### config.mk
export PLATFORM = sky130hd
export DESIGN_NAME = param_updown_counter
export DESIGN_NICKNAME = d
export VERILOG_FILES = /design/src/rtl/param_updown_counter.sv
export SDC_FILE = /design/constraint.sdc
export NUM_CORES = 1
export LEC_CHECK = 0
export ABC_AREA = 1
export BUFFER_PORTS_ARGS = -buffer_cell sky130_fd_sc_hd__buf_2
export CAP_MARGIN = 15
export CORE_AREA = 2 2 45 47
export DETAILED_ROUTE_END_ITERATION = 8
export DIE_AREA = 0 0 47 49
export PLACE_DENSITY = 0.86
export SLEW_MARGIN = 20
export SYNTH_ARGS = -nofsm -noshare
export SYNTH_HDL_FRONTEND = slang
export SYNTH_SLANG_ARGS = --single-unit
### constraint.sdc
create_clock -name clock -period 1.7 [get_ports clock]
set_input_delay 0.34 -clock clock [delete_from_list [all_inputs] [get_ports clock]]
set_output_delay 0.34 -clock clock [all_outputs]
set_load 0.01 [all_outputs]
### src/rtl/param_updown_counter.sv
// Parametrised synchronous up/down counter with prescaler, parallel load, clear and carry/overflow.
// Define PARAM_COUNTER_SATURATE_EN to saturate at the limits instead of wrapping.
module param_updown_counter #(
    parameter int unsigned WIDTH   = 8,
    parameter int unsigned MAX_VAL = 32'((64'd1 << WIDTH) - 64'd1),
    parameter int unsigned DIV     = 1
) (
    input  logic             clock,
    input  logic             Reset,
    input  logic             en,
    input  logic             up,
    input  logic             load,
    input  logic [WIDTH-1:0] din,
    input  logic             clr,
    output logic [WIDTH-1:0] q,
    output logic             tick,
    output logic             carry,
    output logic             ovf
);

    localparam int unsigned      PreW    = (DIV > 1) ? $clog2(DIV) : 1;
    localparam logic [WIDTH-1:0] MaxVal  = WIDTH'(MAX_VAL);
    localparam logic [WIDTH-1:0] One     = WIDTH'(1);
    localparam logic [PreW-1:0]  PreLast = PreW'(DIV - 1);
    localparam logic [PreW-1:0]  PreOne  = PreW'(1);

    logic [WIDTH-1:0] q_q, q_d;
    logic [PreW-1:0]  pre_q, pre_d;
    logic             carry_q, carry_d;
    logic             ovf_q, ovf_d;
    logic             at_limit;
    logic [WIDTH-1:0] step_val;

    assign tick     = en && (pre_q == PreLast);
    assign at_limit = up ? (q_q == MaxVal) : (q_q == '0);

    // Explicit MAX_VAL comparison so non-power-of-two moduli wrap correctly.
    always_comb begin
        step_val = q_q;
        if (!at_limit) begin
            step_val = up ? (q_q + One) : (q_q - One);
        end else begin
`ifdef PARAM_COUNTER_SATURATE_EN
            step_val = q_q;
`else
            step_val = up ? '0 : MaxVal;
`endif
        end
    end

    always_comb begin
        q_d     = q_q;
        pre_d   = pre_q;
        carry_d = 1'b0;
        ovf_d   = ovf_q;
        if (clr) begin
            q_d   = '0;
            pre_d = '0;
            ovf_d = 1'b0;
        end else if (load) begin
            q_d   = (din > MaxVal) ? MaxVal : din;
            pre_d = '0;
        end else if (tick) begin
            pre_d = '0;
            q_d   = step_val;
            if (at_limit) begin
                carry_d = 1'b1;
                ovf_d   = 1'b1;
            end
        end else if (en) begin
            pre_d = pre_q + PreOne;
        end
    end

    always_ff @(posedge clock) begin
        if (!Reset) begin
            q_q     <= '0;
            pre_q   <= '0;
            carry_q <= 1'b0;
            ovf_q   <= 1'b0;
        end else begin
            q_q     <= q_d;
            pre_q   <= pre_d;
            carry_q <= carry_d;
            ovf_q   <= ovf_d;
        end
    end

    assign q     = q_q;
    assign carry = carry_q;
    assign ovf   = ovf_q;

endmodule

After elaboration in Yosys (flattened, before gate mapping)
Index checks and enable logic that the tools add are counted.
{"block": "word_totals", "output_inout_bits": 11, "wordCells": 28, "mem_bits_ro": 0, "latchBits": 0, "ram_bits": 0, "reg_bits": 11, "n_memories": 0}
{"block": "op_classes", "bitwise_logic": 4, "div_mod_pow": 0, "n_shift": 0, "n_mux": 8, "magnitude_cmp": 1, "eq_ne": 1, "mul": 0, "reduce_logical": 7, "addsub": 3}
{"cell": "8-bit two-way mux", "n": 6}
{"cell": "8-bit by 1-bit adder with 8-bit output (second input constant)", "n": 1}
{"cell": "8-bit == test (second input constant)", "n": 1}
{"cell": "8-bit > comparator (second input constant)", "n": 1}
{"cell": "8-bit zero test", "n": 1}
{"cell": "4-bit OR reduction", "n": 2}
{"cell": "8-bit by 1-bit subtractor with 8-bit output (second input constant)", "n": 1}
{"cell": "1-bit inverter", "n": 4}
{"cell": "3-bit AND reduction", "n": 1}
{"cell": "1-bit two-way mux", "n": 2}
{"cell": "2-bit nonzero test", "n": 1}
{"cell": "2-bit OR reduction", "n": 1}
{"cell": "1-bit adder (second input constant)", "n": 1}
{"cell": "1-bit logical AND", "n": 1}

Depth between registers and ports, before layout
{"block": "logic_depth", "ltp_word": 5, "mapped_depth": 11, "depth_no_buf": 11}

Worst setup path after synthesis
OpenSTA, ideal clock, no wires.
{"block": "synth_path", "path_type": "input-to-reg", "startpoint": "in up", "endpoint": "reg q_q[6], in the netlist q[6]", "path_buffers": 0, "t_arrival_ns": 1.401, "slack_ns": 0.229, "stages": 10, "required_ns": 1.630, "path_cell_list": "inv_2 ha_1 or2_1 nand3_2 nand2_1 nand2_1 nand3_1 nand2_1 nand2_1 a21oi_1"}
{"block": "synth_via", "elab_chain_len": 4}
{"item": "start, declared", "line_no": "11", "source": "input logic up,"}
{"item": "8-bit two-way mux, or another cell as far along", "line_no": "41", "source": "step_val = up ? (q_q + One) : (q_q - One);"}
{"item": "8-bit two-way mux (*)", "line_no": "40", "source": "if (!at_limit) begin"}
{"item": "8-bit two-way mux (*)", "line_no": "63", "source": "end else if (tick) begin"}
{"item": "8-bit two-way mux (*)", "line_no": "60", "source": "end else if (load) begin"}
{"item": "end signal, assigned", "line_no": "82", "source": "q_q <= q_d;"}
{"item": "end, declared", "line_no": "27", "source": "logic [WIDTH-1:0] q_q, q_d;"}
Mark *: on every way between the ends. The rest lies on a longest branch, timed or not. The select of a mux whose other input is x is not followed.
A chain may end at the register's enable or synchronous reset.

Worst setup path in the final report
{"block": "layout_path", "startpoint": "reg q_q[4], in the netlist q[4]", "endpoint": "reg q_q[7], in the netlist q[7]"}
{"block": "layout_via", "elab_chain_len": 5}
{"item": "8-bit by 1-bit subtractor with 8-bit output, or another cell as far along", "line_no": "41"}
{"item": "8-bit two-way mux / 1-bit two-way mux (equally long branches)", "line_no": "41, 35"}
{"item": "8-bit two-way mux (*)", "line_no": "40"}
{"item": "8-bit two-way mux (*)", "line_no": "63"}
{"item": "8-bit two-way mux (*)", "line_no": "60"}
Marks and branches as above.

==> results.md <==
* Post_cts resized at 0
* Finished Core Util at 0.6033
* R2R cell count at 9
* Req. time, crit path at 1.86 ns
* # DRC at 0
* Share of cells above drive strength 1 at 0.3232
* Crit path DAT at 1.75 ns
* Core footprint at 1842 µm²
* Max_slew headroom at 0.7954
* Most frequent CP cell: nand2_1
* Fmax at 626.1 MHz
* GP Congestion at 0.8398
* Number of synthesis warnings at 0
* CTS Buf Count at 3
* Final Skew at 0.005107 ns
* Largest net degree at the start of global routing at 9
* Max clock buf depth at 2
* NumNets Final at 186
* Total die area at 2303 µm²
* RSZ-0062 raised after global routing: false
* Slowest cell on the critical path: dfxtp_1
* IO Pins at 25
* TritonCTS clock tree: yes
* Post-DR wirelength/cell at 11.81 µm
* Routed Wire Length at 2.256 mm
* Post-synthesis sequential area ratio at 0.2465
* Tot Pwr at 703.4 µW
* Hold Path Origin: en
* Number of diodes at 0
* Post-synth EDFFs at 0
* Die Height at 49 µm
* Placed insts at 187
* VDD IR max at 713.8 µV
* Layout area overhead at 24.37%
* Critical Path, Cell by Cell: ha_1 > nand2_1 > nand2_1 > a21oi_1 > nand3_1 > nand3_1 > nand2_1 > nand2_1 > a21oi_2
* DRT Pass-1 Iters at 4
* Final setup violation count at 0
* Worst setup path category: reg -> reg
* Cts hold-fix bufs at 0
* Seq cells post-synth at 11
* Root buf cell: clkbuf_4
* Min-delay worst type: in -> reg
* Overall Global Routing Usage at 0.2145
* Clock Latency Late Sink at 0.26 ns
* Crit path capture type: register
* Ys async rst share at 0
* Cells after synthesis at 131
* Final Hold Viols at 0
* Worst-path clk slew at 0.07 ns
* Syn nets at 152
* Most used DFF post-synth: dfxtp_1
* Reg-to-reg critical path endpoint: q[7]
* H-tree level count at 1
* Period minus WS final at 1.597 ns
* Max-cap violation count at 0
* Synth cell types at 27
* Pwr per Cell Area at 633.1 nW/µm²
* Port Buffers at 24
* Syn Area/Cell at 6.820 µm²
* CP max stage delay at 0.44 ns
* Vias per Instance at 5.042
* # rows at 16
* Initial Utilization at 0.4851
* R2r setup slk at 0.10 ns
* DPL Wire Length at 1.912 mm
* Status: finished, final reports clean
* Post-CTS setup buffer count at 0
* Pleak at 0.5934 nW
* Final Max Slew Viols at 0
* Hold endpoint: pre_q
* Vias at 963
* Synth Cell Area at 893.4 µm²
* Die W at 47 µm
* GR Overflow Total at 0
* Pre-CTS setup slack at -0.06204 ns
* FF-to-FF Start: q[4]
* Cell Count, Final, Fillers Out at 191
* Antenna Nets Post-Route at 0
* Startpoint types: register
* Critical path peak fanout at 5
* First-pass GRT wire length at 3.739 mm
* Final WS setup at 0.1028 ns
* Worst slew pin tran at 0.3041 ns
* Final period util at 0.9395
* Hold Crit Depth at 2
* Initial DRC count at 13
* Initial antenna violation count at 0
* Clk sink count at 11
* Number of global-route vias before repair at 935
## power by group
group | internal, mW | leakage [nW] | switching [mW]
Sequential | 0.269 | 0.0899 | 0.0154
Combinational | 0.102 | 0.489 | 0.141
Clock | 0.0904 | 0.0150 | 0.0846
Total | 0.462 | 0.593 | 0.242
## through the flow
stage | area [µm²] | TNS [ns] | hold WS [ns]
3_3_place_gp | 1085 | 0 | 0.4302
2_1_floorplan | 893.4 | 0 | 0.4173
4_1_cts | 1111 | 0 | 0.2807
3_5_place_dp | 1085 | -0.09570 | 0.4441
5_1_grt | 1111 | 0 | 0.2677
6_report | 1111 | 0 | 0.2813
## cell usage in the layout, fill, tap and decap left out
cell type,count
inv_2,5
nor2_2,2
fa_1,1
nand3b_1,2
buf_2,24
a21oi_1,8
xor2_1,1
nand2_1,36
inv_1,12
or2_2,1
a21oi_2,1
or2_1,1
nand2_2,3
dfxtp_1,11
xnor2_1,2
nor2_4,3
o221ai_1,4
or2_0,1
nor4_1,1
ha_1,6
clkbuf_1,1
or2_4,1
clkbuf_4,3
nand3_2,4
a31oi_1,1
nand4_1,1
nor3_2,1
buf_4,5
a21o_1,1
nor2_1,16
nand3_1,5
## how the worst max path moves through the flow
stage | from | to | slack [ns]
CTS | q[4] | q[7] | 0.13
detailed placement | up | q[7] | -0.06
finish | q[4] | q[7] | 0.10
floorplan | up | q[6] | 0.23
global route | q[6] | q[7] | 0.01
global placement | up | q[6] | 0.006
## worst max-delay path: cells and delay by family, from the launching register on
family	cells	cell delay (ns)
adder cells (fa/ha/maj)	1	0.30
AO/OA/AOI/OAI	2	0.24
flip-flops	1	0.44
AND/OR/NAND/NOR	6	0.52
## cell usage after synthesis (3+ instances only)
cell type  count  share of area
ha_1           6          0.084
a21oi_1        8          0.045
inv_1         12          0.050
o221ai_1       4          0.039
dfxtp_1       11           0.25
nand3_1        5          0.028
nand2_2        3          0.021
nor2_1        16          0.067
inv_2          5          0.021
nor2_4         3          0.038
nand3_2        4          0.045
nand2_1       36           0.15
## registers in the layout, indices dropped and copies added (netlist names)
signal  cells
pre_q       1
carry       1
ovf         1
q           8
## routing by layer
layer | share of wire | vias up | routed length, µm | GRT usage
met5 | 0 | - | 0 | 0
met4 | 0.021 | 0 | 48 | 0.06019
met3 | 0.055 | 6 | 124 | 0.03704
met2 | 0.51 | 35 | 1156 | 0.3607
met1 | 0.41 | 429 | 926 | 0.2713
li1 | - | 493 | - | -
## cells by family (layout without fill, tap and decap cells)
group | Yosys count | after routing | synth area share
simple gates | 78 | 78 | 0.4370
xor+xnor | 3 | 3 | 0.02942
fa+ha+maj | 7 | 7 | 0.1064
buf+inv | 17 | 50 | 0.07143
flops | 11 | 11 | 0.2465
compound gates | 15 | 15 | 0.1093
## layout make-up
class	instances	area, µm²
Sequential cell	11	220.2
Tap cell	27	33.78
Fill cell	185	730.7
Inverter	17	63.81
Multi-Input combinational cell	103	609.3
Timing Repair Buffer	29	157.7
Clock buffer	4	26.28
Power figures use the tool's default switching activity.
